==> src/rtl/pipeline_pkg.sv <==
// Shared pipeline definitions: MIPS opcode constants, the hazard FSM state
// type and small opcode-class helpers used by the ID-stage hazard logic.
package pipeline_pkg;

    localparam logic [5:0] OP_RTYPE = 6'h00;
    localparam logic [5:0] OP_BEQ   = 6'h04;
    localparam logic [5:0] OP_BNE   = 6'h05;
    localparam logic [5:0] OP_LW    = 6'h23;
    localparam logic [5:0] OP_SW    = 6'h2B;

    typedef enum logic {
        RUN     = 1'b0,
        BR_HOLD = 1'b1
    } state_e;

    // Instructions that read rt as a source operand (for lw, rt is a destination).
    function automatic logic op_uses_rt(input logic [5:0] op);
        return (op == OP_RTYPE) || (op == OP_SW) || (op == OP_BEQ) || (op == OP_BNE);
    endfunction

    function automatic logic op_is_branch(input logic [5:0] op);
        return (op == OP_BEQ) || (op == OP_BNE);
    endfunction

endpackage

==> src/rtl/hazard_match.sv <==
// Source-operand comparator: does an in-flight destination register feed
// the instruction in ID? Register 0 is hardwired and never matches.
module hazard_match
    import pipeline_pkg::*;
(
    input  logic [4:0] dest_i,
    input  logic [4:0] rs_i,
    input  logic [4:0] rt_i,
    input  logic       uses_rt_i,
    output logic       match_o
);

    // A nonzero destination matching rs, or rt when rt is actually read.
    always_comb begin
        match_o = (dest_i != 5'd0) &&
                  ((dest_i == rs_i) || (uses_rt_i && (dest_i == rt_i)));
    end

endmodule

==> src/rtl/hazard_stall_unit.sv <==
// ID-stage hazard detector: stalls PC/IFID and bubbles IDEX for load-use
// hazards and for ID-resolved branches whose operands are still in flight;
// flushes IFID on a taken branch/jump that is not stalled.
// Optional build macro: STALL_COUNTER_EN adds the saturating Stall_Count output.
//
// state   | meaning
// RUN     | normal decode; hazards evaluated combinationally
// BR_HOLD | second stall cycle of a branch that depends on a load in EX
module hazard_stall_unit
    import pipeline_pkg::*;
#(
    parameter int COUNT_WIDTH = 32
) (
    input  logic        CLOCK,
    input  logic        RESET_N,
    input  logic [31:0] Instruction_IN,
    input  logic [4:0]  IDEX_RegT,
    input  logic [4:0]  IDEX_RegD,
    input  logic        IDEX_MemRead,
    input  logic        IDEX_RegWrite,
    input  logic [4:0]  EXMEM_RegD,
    input  logic        EXMEM_MemRead,
    input  logic        Branch_Taken,
    output logic        PC_Write,
    output logic        IFID_Write,
    output logic        IDEX_Bubble,
    output logic        IFID_Flush,
    output logic        Stalled_Q
`ifdef STALL_COUNTER_EN
    ,
    output logic [COUNT_WIDTH-1:0] Stall_Count
`endif
);

    if (COUNT_WIDTH < 1) begin : g_bad_width
        $error("COUNT_WIDTH must be at least 1");
    end

    logic [5:0] op;
    logic [4:0] rs;
    logic [4:0] rt;
    logic       uses_rt;
    logic       is_branch;
    logic       unused_imm;

    assign op         = Instruction_IN[31:26];
    assign rs         = Instruction_IN[25:21];
    assign rt         = Instruction_IN[20:16];
    assign unused_imm = ^Instruction_IN[15:0];
    assign uses_rt    = op_uses_rt(op);
    assign is_branch  = op_is_branch(op);

    logic match_idex_t;
    logic match_idex_d;
    logic match_exmem_d;

    hazard_match u_match_idex_t (
        .dest_i    (IDEX_RegT),
        .rs_i      (rs),
        .rt_i      (rt),
        .uses_rt_i (uses_rt),
        .match_o   (match_idex_t)
    );

    hazard_match u_match_idex_d (
        .dest_i    (IDEX_RegD),
        .rs_i      (rs),
        .rt_i      (rt),
        .uses_rt_i (uses_rt),
        .match_o   (match_idex_d)
    );

    hazard_match u_match_exmem_d (
        .dest_i    (EXMEM_RegD),
        .rs_i      (rs),
        .rt_i      (rt),
        .uses_rt_i (uses_rt),
        .match_o   (match_exmem_d)
    );

    logic load_use;
    logic br_alu;
    logic br_load_near;
    logic br_load_far;

    assign load_use     = IDEX_MemRead && match_idex_t;
    assign br_alu       = is_branch && IDEX_RegWrite && !IDEX_MemRead && match_idex_d;
    assign br_load_near = is_branch && IDEX_MemRead && match_idex_t;
    assign br_load_far  = is_branch && EXMEM_MemRead && match_exmem_d;

    state_e state_q, state_d;
    logic   stall;

    // State register; reset abandons any pending branch hold.
    always_ff @(posedge CLOCK or negedge RESET_N) begin
        if (!RESET_N) begin
            state_q <= RUN;
        end else begin
            state_q <= state_d;
        end
    end

    // Next-state and stall decision.
    always_comb begin
        state_d = state_q;
        stall   = 1'b0;
        case (state_q)
            RUN: begin
                stall = load_use || br_alu || br_load_near || br_load_far;
                if (br_load_near) begin
                    state_d = BR_HOLD;
                end
            end
            BR_HOLD: begin
                stall   = 1'b1;
                state_d = RUN;
            end
            default: begin
                state_d = RUN;
            end
        endcase
    end

    // Pipeline controls; reset freezes the pipeline regardless of the FSM.
    always_comb begin
        PC_Write    = RESET_N && !stall;
        IFID_Write  = RESET_N && !stall;
        IDEX_Bubble = !RESET_N || stall;
        IFID_Flush  = RESET_N && Branch_Taken && (state_q == RUN) && !stall;
    end

    // One-cycle-delayed stall indication.
    always_ff @(posedge CLOCK or negedge RESET_N) begin
        if (!RESET_N) begin
            Stalled_Q <= 1'b0;
        end else begin
            Stalled_Q <= stall;
        end
    end

`ifdef STALL_COUNTER_EN
    logic [COUNT_WIDTH-1:0] count_q, count_d;

    // Saturating count of stall cycles; holds at all-ones rather than wrapping.
    always_comb begin
        count_d = count_q;
        if (stall && (count_q != {COUNT_WIDTH{1'b1}})) begin
            count_d = count_q + {{(COUNT_WIDTH-1){1'b0}}, 1'b1};
        end
    end

    // Counter register.
    always_ff @(posedge CLOCK or negedge RESET_N) begin
        if (!RESET_N) begin
            count_q <= '0;
        end else begin
            count_q <= count_d;
        end
    end

    assign Stall_Count = count_q;
`endif

endmodule

==> config.mk <==
export PLATFORM = sky130hd
export DESIGN_NAME = hazard_stall_unit
export DESIGN_NICKNAME = d
export VERILOG_FILES = /design/src/rtl/pipeline_pkg.sv /design/src/rtl/hazard_match.sv /design/src/rtl/hazard_stall_unit.sv
export SDC_FILE = /design/constraint.sdc
export NUM_CORES = 1
export LEC_CHECK = 0
export ABC_AREA = 1
export BUFFER_PORTS_ARGS = -buffer_cell sky130_fd_sc_hd__buf_2
export CORE_MARGIN = 4
export CORE_UTILIZATION = 41
export CTS_CLUSTER_DIAMETER = 150
export DETAILED_ROUTE_END_ITERATION = 16
export HOLD_SLACK_MARGIN = 0.02
export PLACE_DENSITY = 0.85
export SLEW_MARGIN = 40
export SYNTH_ARGS = -nofsm -noshare
export SYNTH_HDL_FRONTEND = slang
export SYNTH_SLANG_ARGS = --single-unit
==> constraint.sdc <==
create_clock -name CLOCK -period 2.2 [get_ports CLOCK]
set_clock_uncertainty 0.05 [all_clocks]
set_input_delay 0.11 -clock CLOCK [delete_from_list [all_inputs] [get_ports CLOCK]]
set_output_delay 0.11 -clock CLOCK [all_outputs]
set_load 0.005 [all_outputs]
==> results.py <==
metrics = {
    "yosys": {
        "synth_top_cell_area_share_pct": 28.7,
        "yosysWarnings": 0,
        "synth_mux_area_share_pct": 0,
        "synth_top_area_cell": "nand2_1",
        "yosys-top-cells-area": "nand2_1 29%, xnor2_1 13%, inv_1 12%",
        "syn-num-nets": 188,
        "ys.flop_type": "dfrtp_1",
        "ys_async_sr_fraction_pct": 100,
        "syn_area_per_cell_um2": 5.03,
        "synthCells": 135,
        "synth_common_cells": "52 x nand2_1, 22 x inv_1, 11 x nor2_1",
        "synthAdderAreaFrac_pct": 0,
        "synth_compound_area_share_pct": 5.71,
        "synth_edf_count": 0,
        "synthSimpleGateAreaFrac_pct": 56.5,
        "synth_xor_area_share_pct": 15.5,
        "synth_top_family_by_area": "simple AND/OR/NAND/NOR gates",
        "synth_cell_type_count": 19,
        "yosysSeqAreaShare_pct": 7.37,
        "yosysMostFrequentCell": "nand2_1",
        "synth_area_um2": 679,
        "ys_ff_latch": 2,
    },
    "sta": {
        "fin_setup_tns_ns": 0,
        "post-route-period-util_pct": 62.3,
        "worstMarginPinSlew_ns": 0.333,
        "slew_violations": 0,
        "fmax_mhz": 729,
        "hold_ws_ns": 0.171,
        "finalHoldViolations": 0,
        "setup_violations": 0,
        "grt_setup_unrepaired": "no",
        "period_needed_ns": 1.37,
        "timing.final.ws_setup_ns": 0.829,
        "max_slew_margin_pct": 77.6,
    },
    "grt": {
        "grt_antenna_before_repair": 0,
        "grt_pass1_vias": 861,
        "grt_pass1_wl_mm": 3.37,
        "grt_use_total_pct": 16.6,
        "grt_max_degree": 6,
        "overflow": 0,
    },
    "job": {
        "maxCapViolCount": 0,
    },
    "final_layout": {
        "fillCellCount": 160,
        "nets": 234,
        "fin_cells": 195,
        "antenna_cells": 0,
        "drive_gt1_share_pct": 29.1,
        "syn_to_final_growth_pct": 36.8,
    },
    "die": {
        "die_w_um": 48.7,
        "rows": 14,
        "design.die.area_mm2": 0.00237,
        "initial_core_util_pct": 44.1,
        "die_h_um": 48.7,
        "core_mm2": 0.00154,
        "io_pins": 58,
    },
    "placed_design": {
        "dp.cells": 191,
        "dpl.hpwl_mm": 1.79,
        "dp_slack_ns": 0.848,
        "gp_congestion": 0.881,
        "io_buffers": 41,
    },
    "clock_tree": {
        "cts_tree": "built",
        "cts_buffers": 3,
        "htreeDepth": 1,
        "clock_latency_ns": 0.23,
        "cts-root-buf": "clkbuf_4",
        "clkSlewWorstSetupHoldPaths_ns": 0.03,
        "clk_path_buf_depth": 2,
        "cts.sinks": 2,
    },
    "drt": {
        "drtAntennaViolNets": 0,
        "initialDrtViolationCount": 23,
        "viasPerCell": 4.94,
        "finalWirelength_mm": 2.08,
        "first_pass_iters": 4,
        "num_vias": 963,
        "drcViolationCount": 0,
        "wl_per_cell_um": 10.6,
    },
    "min_path": {
        "hold_class": "primary input to register",
    },
    "pwr": {
        "cellPowerDensity_mw_per_mm2": 284,
        "total_power_uw": 264,
        "p_sw_share_pct": 38.6,
        "p_switching_uw": 102,
        "p_leak_nw": 0.591,
        "share_comb_of_total_power_pct": 54.4,
        "intPower_uw": 162,
        "irDropWorstVdd_mv": 0.112,
        "seq_power_share_pct": 14.2,
        "p_clk_share_pct": 31.4,
    },
    "worst_setup_path": {
        "endpoint_kind": "output pin",
        "worst_path_max_delay_cell": "nor3_1",
        "critPathLaunchType": "primary input",
        "critical_path_class": "primary input to output pin",
        "required_ns": 2.04,
        "crit_top_cell": "buf_2",
        "path_cells": "buf_2 -> inv_1 -> nand3_1 -> nor3_1 -> nor2_2 -> a21oi_2 -> nand3_2 -> nor2_1 -> buf_2",
        "crit_fanout": 3,
        "cp.arrival_ns": 1.21,
        "cpPeakStageDelay_ns": 0.23,
    },
    "run_status": {
        "outcome": "completed",
    },
}
power groups by stage:
| stage | Sequential, mW | Combinational [mW] | Clock [mW] |
|---|---|---|---|
| 6_report | 0.0375 | 0.144 | 0.0830 |
| 5_1_grt | 0.0375 | 0.163 | 0.0863 |
| 4_1_cts | 0.0375 | 0.143 | 0.0840 |
| 3_5_place_dp | 0.0379 | 0.141 | 0 |
| 3_3_place_gp | 0.0379 | 0.137 | 0 |
| 2_1_floorplan | 0.0380 | 0.0732 | 0 |
registers in the layout, indices dropped and copies added, names as in the netlist:
name and flops:
Stalled_Q 1, state_q 1
worst max-delay path: cells and delay by family:
family                 cells  cell delay [ns]
buffers and inverters      3             0.32
and+or+nand+nor            5             0.60
AOI/OAI and AO/OA          1             0.17
what timing repair did:
item | 4_1_cts | 5_1_grt
buffers inserted | 0 | 0
hold buffers | 1 | 0
resized for setup | 0 | 0
hold endpoints to repair | 2 | 0
endpoints found under the setup margin | 0 | 0
final cells by class:
type                            count  area, um^2  area share, %
Clock buffer                        3        22.5           2.42
Inverter                           25        93.8           10.1
Multi-Input combinational cell    107         528           56.8
Sequential cell                     2        50.0           5.38
Tap cell                           16        20.0           2.15
Timing Repair Buffer               42         215           23.1
final timing paths:
kind,endpoint,start,cells after the start,slack [ns]
setup reg to reg,Stalled_Q,state_q,2,1.37
min in group asynchronous,state_q,RESET_N,2,0.18
max in group asynchronous,Stalled_Q,RESET_N,2,1.79
setup / recovery,IFID_Write,EXMEM_RegD[2],9,0.83
hold reg to reg,state_q,state_q,1,0.44
hold / removal,state_q,Instruction_IN[28],3,0.17
placed cells by master, fill, tap and decap left out:
| cell type | netlist | layout |
|---|---|---|
| nand2_1 | 52 | 52 |
| buf_2 | 0 | 41 |
| inv_1 | 22 | 22 |
| nor2_1 | 11 | 11 |
| xnor2_1 | 10 | 10 |
| nand3_1 | 8 | 8 |
| nand4_1 | 8 | 8 |
| inv_2 | 3 | 3 |
| nor2_2 | 3 | 3 |
| nor3_1 | 3 | 3 |
| clkbuf_4 | 0 | 3 |
| dfrtp_1 | 2 | 2 |
| a21oi_1 | 2 | 2 |
| o21ai_0 | 2 | 2 |
| xor2_1 | 2 | 2 |
| o21ai_1 | 2 | 2 |
| a21oi_2 | 1 | 1 |
| nor4_1 | 1 | 1 |
| nand3_2 | 1 | 1 |
| nand3b_1 | 1 | 1 |
| dlygate4sd3_1 | 0 | 1 |
cell families after synthesis:
| kind of cell | after synthesis |
|---|---|
| and+or+nand+nor | 88 |
| buffers and inverters | 26 |
| xor gates and xnor gates | 12 |
| AOI/OAI and AO/OA | 7 |
| DFF | 2 |
through the flow:
stage	util, %	instance area (um^2)
3_5_place_dp	58.2	897
4_1_cts	60.3	930
6_report	60.3	930
3_3_place_gp	58.2	897
5_1_grt	60.3	930
2_1_floorplan	-	679
per-layer routing:
layer | routed length (um) | track usage [%] | share of wire [%] | vias to the layer above
met5 | 0 | 0 | 0 | -
met4 | 0 | 2.69 | 0 | 0
met3 | 119 | 1.84 | 5.7 | 0
met2 | 1050 | 31.5 | 51 | 28
met1 | 905 | 20.0 | 44 | 425
li1 | - | - | - | 510
Note: power is estimated with default switching activity, not from simulation.
